--- config.mk ---
export PLATFORM = sky130hd
export DESIGN_NAME = sreg_serializer
export DESIGN_NICKNAME = d
export VERILOG_FILES = /design/src/rtl/sreg_pkg.sv /design/src/rtl/sreg_serializer_bit_tick_gen.sv /design/src/rtl/sreg_serializer.sv
export SDC_FILE = /design/constraint.sdc
export NUM_CORES = 1
export LEC_CHECK = 0
export CORE_ASPECT_RATIO = 1.2
export CORE_UTILIZATION = 56
export CTS_CLUSTER_SIZE = 8
export DETAILED_ROUTE_END_ITERATION = 7
export GPL_TIMING_DRIVEN = 0
export PLACE_DENSITY = 0.94
export SYNTH_ARGS = -nofsm -noshare
export SYNTH_HDL_FRONTEND = slang
export SYNTH_SLANG_ARGS = --single-unit
--- constraint.sdc ---
create_clock -name clk -period 5.36 [get_ports clk]
set_input_delay 0.536 -clock clk [delete_from_list [all_inputs] [get_ports clk]]
set_output_delay 0.536 -clock clk [all_outputs]
set_load 0.01 [all_outputs]
--- src/rtl/sreg_pkg.sv ---
// Shared definitions for the enable-gated shift-register serializer.
package sreg_pkg;

    localparam int DEF_WIDTH = 8;
    localparam int DEF_DIV_W = 4;

    typedef enum logic [1:0] {
        IDLE  = 2'd0,
        SHIFT = 2'd1,
        DONE  = 2'd2
    } state_e;

endpackage

--- src/rtl/sreg_serializer_bit_tick_gen.sv ---
// Bit-period down-counter: loads on frame acceptance, ticks at zero, reloads after each tick.
module bit_tick_gen
    import sreg_pkg::*;
#(
    parameter int DIV_W = DEF_DIV_W
) (
    input  logic             clk,
    input  logic             rstn,
    input  logic             clr,
    input  logic             load,
    input  logic [DIV_W-1:0] load_val,
    input  logic             enable,
    input  logic [DIV_W-1:0] reload_val,
    output logic             tick
);

    logic [DIV_W-1:0] divcnt;

    assign tick = enable && (divcnt == '0);

    // NOTE: sequential state uses non-blocking assignments only, so every
    // register samples the pre-edge value of every other register.
    always_ff @(posedge clk or negedge rstn) begin
        if (!rstn) begin
            divcnt <= '0;
        end else if (clr) begin
            divcnt <= '0;
        end else if (load) begin
            divcnt <= load_val;
        end else if (enable) begin
            if (divcnt == '0) begin
                divcnt <= reload_val;
            end else begin
                divcnt <= divcnt - DIV_W'(1);
            end
        end
    end

endmodule

--- src/rtl/sreg_serializer.sv ---
// Parallel-to-serial feeder for a right-shifting enable-gated register: LSB-first d/en stream.
module sreg_serializer
    import sreg_pkg::*;
#(
    parameter int WIDTH = DEF_WIDTH,
    parameter int DIV_W = DEF_DIV_W
) (
    input  logic             clk,
    input  logic             rstn,
    input  logic [WIDTH-1:0] data_in,
    input  logic             valid_in,
    output logic             ready_out,
    input  logic [DIV_W-1:0] div,
    input  logic             clr,
    output logic             sd_out,
    output logic             sen_out,
    output logic             busy,
    output logic             done
);

    localparam int BIT_W = $clog2(WIDTH + 1);

    state_e           state;
    logic [WIDTH-1:0] shreg;
    logic [BIT_W-1:0] bitcnt;
    logic [DIV_W-1:0] div_q;
    logic             accept;
    logic             tick;
    logic             last_bit;

    assign ready_out = (state == IDLE) && !clr;
    assign accept    = valid_in && ready_out;
    assign busy      = (state != IDLE);
    // done is a pure state decode, so clr or rstn can never leave a stray strobe.
    assign done      = (state == DONE);
    assign last_bit  = (bitcnt == BIT_W'(WIDTH - 1));

    bit_tick_gen #(
        .DIV_W(DIV_W)
    ) u_tick (
        .clk       (clk),
        .rstn      (rstn),
        .clr       (clr),
        .load      (accept),
        .load_val  (div),
        .enable    ((state == SHIFT) && !clr),
        .reload_val(div_q),
        .tick      (tick)
    );

    always_ff @(posedge clk or negedge rstn) begin
        if (!rstn) begin
            state   <= IDLE;
            shreg   <= '0;
            bitcnt  <= '0;
            div_q   <= '0;
            sd_out  <= 1'b0;
            sen_out <= 1'b0;
        end else begin
            sen_out <= 1'b0;
            if (clr) begin
                // sd_out keeps its last level; only the pulse and counters are cleared.
                state  <= IDLE;
                bitcnt <= '0;
            end else begin
                case (state)
                    IDLE: begin
                        if (accept) begin
                            shreg  <= data_in;
                            div_q  <= div;
                            bitcnt <= '0;
                            state  <= SHIFT;
                        end
                    end
                    SHIFT: begin
                        if (tick) begin
                            sen_out <= 1'b1;
                            sd_out  <= shreg[0];
                            shreg   <= {1'b0, shreg[WIDTH-1:1]};
                            bitcnt  <= bitcnt + BIT_W'(1);
                            if (last_bit) begin
                                state <= DONE;
                            end
                        end
                    end
                    DONE: begin
                        state <= IDLE;
                    end
                    default: begin
                        state <= IDLE;
                    end
                endcase
            end
        end
    end

endmodule

==> impl_metrics.csv <==
group,metric,value,unit
place,port_buffers,18,
routing,drtIter0Drc,19,
critical_path,cp.arrival,1.68,ns
routing,wire_per_inst,13.68,µm
timing,fmax,451.6,MHz
yosys,synth-seq-cells,24,
critical_path,critical_path_class,"flip-flop to primary output",
worst_hold_path,hold_class,"input port to flip-flop",
floorplan,ios,21,
yosys,synthCells,133,
timing,worst_pin_slew,1.027,ns
routing,totalWireLength,2.530,mm
cells_and_area,layout-drive-gt1-share,10.97,%
clock_tree,ctsHoldBuffers,0,
grt,grt_use_total,24.72,%
place,pre_cts_slack,3.344,ns
critical_path,slowest_stage,"clkdlybuf4s50_1",
timing,worst_slack,3.145,ns
grt,grt_max_degree,25,
power,power.density,340.8,nW/µm²
floorplan,rows,18,
clock_tree,htreeDepth,1,
grt,antenna_found_initial,0,
timing,skew,0.008943,ns
routing,ant_nets,0,
timing,period_share,41.32,%
clock_tree,cts_tree,"built",
clock_tree,clockBufferDepth,2,
critical_path,startpoint_type,"flip-flop",
critical_path,rrSetupSlack,3.33,ns
yosys,seq_area_frac_synth,47.67,%
yosys,syn-num-nets,152,
floorplan,die_w,45.30,µm
critical_path,cpPeakStageDelay,0.58,ns
cells_and_area,diodes,0,
place,place_hpwl,1.941,mm
yosys,netlist_area,1260,µm²
place,place.gp.congestion,0.9406,
cells_and_area,layout.nets,175,
routing,vias_per_cell,5.562,
clock_tree,cts.clk_slew.worst_paths,0.14,ns
timing,setup_viol,0,
timing,drv_slew,0,
critical_path,cp_cell_sequence,"buf_4 -> nor3_1 -> clkdlybuf4s50_1",
yosys,ys_types,33,
timing,hold_viol_final,0,
floorplan,core,2095,µm²
status,outcome,"complete, no violations",
grt,grt_pass1_wl,4.388,mm
floorplan,initial_utilization,60.16,%
critical_path,required,4.82,ns
yosys,postSynthAreaPerCell,9.473,µm²
clock_tree,cts_resized,0,
clock_tree,cts-root-buf,"clkbuf_4",
timing,layout_min_cycle_time,2.215,ns
yosys,yosys_warnings,0,
clock_tree,post_cts.repair.setup_buffers,0,
routing,num_vias,1029,
timing,rsz0062_at_grt,"no",
place,placed_cell_area,1478,µm²
floorplan,dieArea,2444,µm²
grt,grt_overflow,0,
cells_and_area,finish.utilization,73.06,%
clock_tree,numCtsBuffers,3,
clock_tree,clk_latency,0.31,ns
clock_tree,cts.sinks,24,
grt,grt_pass1_vias,1020,
routing,firstDrtPassIters,4,
flow_run,cap_violations,0,
floorplan,die_h,53.96,µm
cells_and_area,fin_area,1530,µm²
timing,slew_headroom,31.34,%
routing,drt_drc_violations_left,0,
cells_and_area,syn_to_final_growth,21.45,%
power,vdd_drop_max,0.2611,mV
power,power_leakage,0.7328,nW
timing,fin_tns_setup,0,ns
critical_path,end_kind,"primary output",
critical_path,critPathMaxFanout,10,
-- layout by cell type, fill, tap and decap left out, drive strengths merged, types with 2 or more instances in the layout --
| master | Yosys | final |
|---|---|---|
| nand2 | 32 | 32 |
| dfrtp | 24 | 24 |
| clkdlybuf4s50 | 0 | 18 |
| o21ai | 11 | 11 |
| mux2i | 9 | 9 |
| a21oi | 9 | 9 |
| nor2 | 7 | 7 |
| inv | 5 | 5 |
| clkbuf | 2 | 5 |
| buf | 4 | 4 |
| nand2b | 3 | 3 |
| nand3 | 3 | 3 |
| ha | 3 | 3 |
| nor3 | 2 | 2 |
| nor2b | 2 | 2 |
| or3 | 2 | 2 |
| a21o | 2 | 2 |
| o41ai | 2 | 2 |
| nor3b | 2 | 2 |
-- critical path: cells and delay by family (launching register included) --
kind	cells	cell delay, ns
buffers and inverters	2	0.75
flip-flops	1	0.38
AND/OR/NAND/NOR	1	0.23
-- per-stage QoR --
stage	hold slack, ns	cells	power [mW]
2_1_floorplan	0.2404	133	0.3414
3_3_place_gp	0.4517	181	0.3833
3_5_place_dp	0.4560	181	0.3940
4_1_cts	0.4384	185	0.5216
5_1_grt	0.4458	185	0.5515
6_report	0.4408	185	0.5215
-- cells in the mapped netlist --
cell / number / area (µm²)
nand2b_1: 3 / 18.77
mux2i_1: 9 / 90.09
ha_1: 3 / 37.54
o41ai_1: 2 / 17.52
o21ai_0: 9 / 45.04
a211o_2: 1 / 10.01
nand3_1: 3 / 15.01
nand2_1: 32 / 120.1
nand3b_1: 1 / 7.510
inv_1: 5 / 18.77
nor3b_2: 1 / 12.51
a31oi_1: 1 / 6.260
or3b_4: 1 / 11.26
buf_4: 1 / 7.510
a22o_2: 1 / 10.01
buf_6: 1 / 11.26
o2bb2ai_2: 1 / 15.01
a2111oi_1: 1 / 10.01
o21ai_1: 2 / 10.01
nor4b_4: 1 / 23.77
dfrtp_1: 24 / 600.6
a21oi_1: 8 / 40.04
buf_2: 2 / 10.01
nor3b_1: 1 / 7.510
nor2_1: 7 / 26.28
a21o_1: 2 / 15.01
o21ba_2: 1 / 10.01
clkbuf_2: 1 / 5.000
clkbuf_1: 1 / 3.750
a21oi_2: 1 / 8.760
nor3_1: 2 / 10.01
or3_1: 2 / 12.51
nor2b_1: 2 / 12.51
-- cells by family after synthesis --
kind of cell | count (synthesis) | synth area share, %
adders and majority gates | 3 | 2.979
and+or+nand+nor | 56 | 22.05
DFF | 24 | 47.67
muxes | 9 | 7.150
AOI/OAI and AO/OA | 30 | 15.69
buffers and inverters | 11 | 4.468
-- per-layer routing --
layer,global-route usage (%),routed length (µm),part of all wire [%]
met5,0,0,0
met4,5.051,10,0.40
met3,3.020,97,3.8
met2,45.89,1337,53
met1,30.30,1084,43
-- power breakdown --
group	switching (mW)	internal [mW]	leakage [nW]
clock network	0.0543	0.0756	0.0279
logic	0.0777	0.0708	0.393
registers	0.0247	0.218	0.312
-- worst paths after layout --
path | startpoint | end | cells past startpoint
min in group asynchronous | rstn | state[1]$_DFFE_PN0P_ | 1
setup / recovery | state[1]$_DFFE_PN0P_ | ready_out | 3
max in group asynchronous | rstn | u_tick.divcnt[2]$_DFFE_PN0P_ | 1
hold reg to reg | div_q[1]$_DFFE_PN0P_ | div_q[1]$_DFFE_PN0P_ | 2
setup reg to reg | u_tick.divcnt[0]$_DFFE_PN0P_ | shreg[2]$_DFFE_PN0P_ | 7
hold / removal | clr | u_tick.divcnt[0]$_DFFE_PN0P_ | 2
-- final cells by class --
| class | count | area [µm²] |
|---|---|---|
| Buffer | 6 | 37.54 |
| Clock buffer | 3 | 22.52 |
| Clock inverter | 1 | 30.03 |
| Fill cell | 169 | 564.3 |
| Inverter | 5 | 18.77 |
| Multi-Input combinational cell | 98 | 603.1 |
| Sequential cell | 24 | 600.6 |
| Tap cell | 30 | 37.54 |
| Timing Repair Buffer | 18 | 180.2 |
-- flip-flops by register name, summed over array words and instances, names as in the netlist --
register and flops:
u_tick.divcnt 4, sd_out 1, shreg 8, state 2, sen_out 1, bitcnt 4
div_q 4
(Power assumes the default switching activity.)
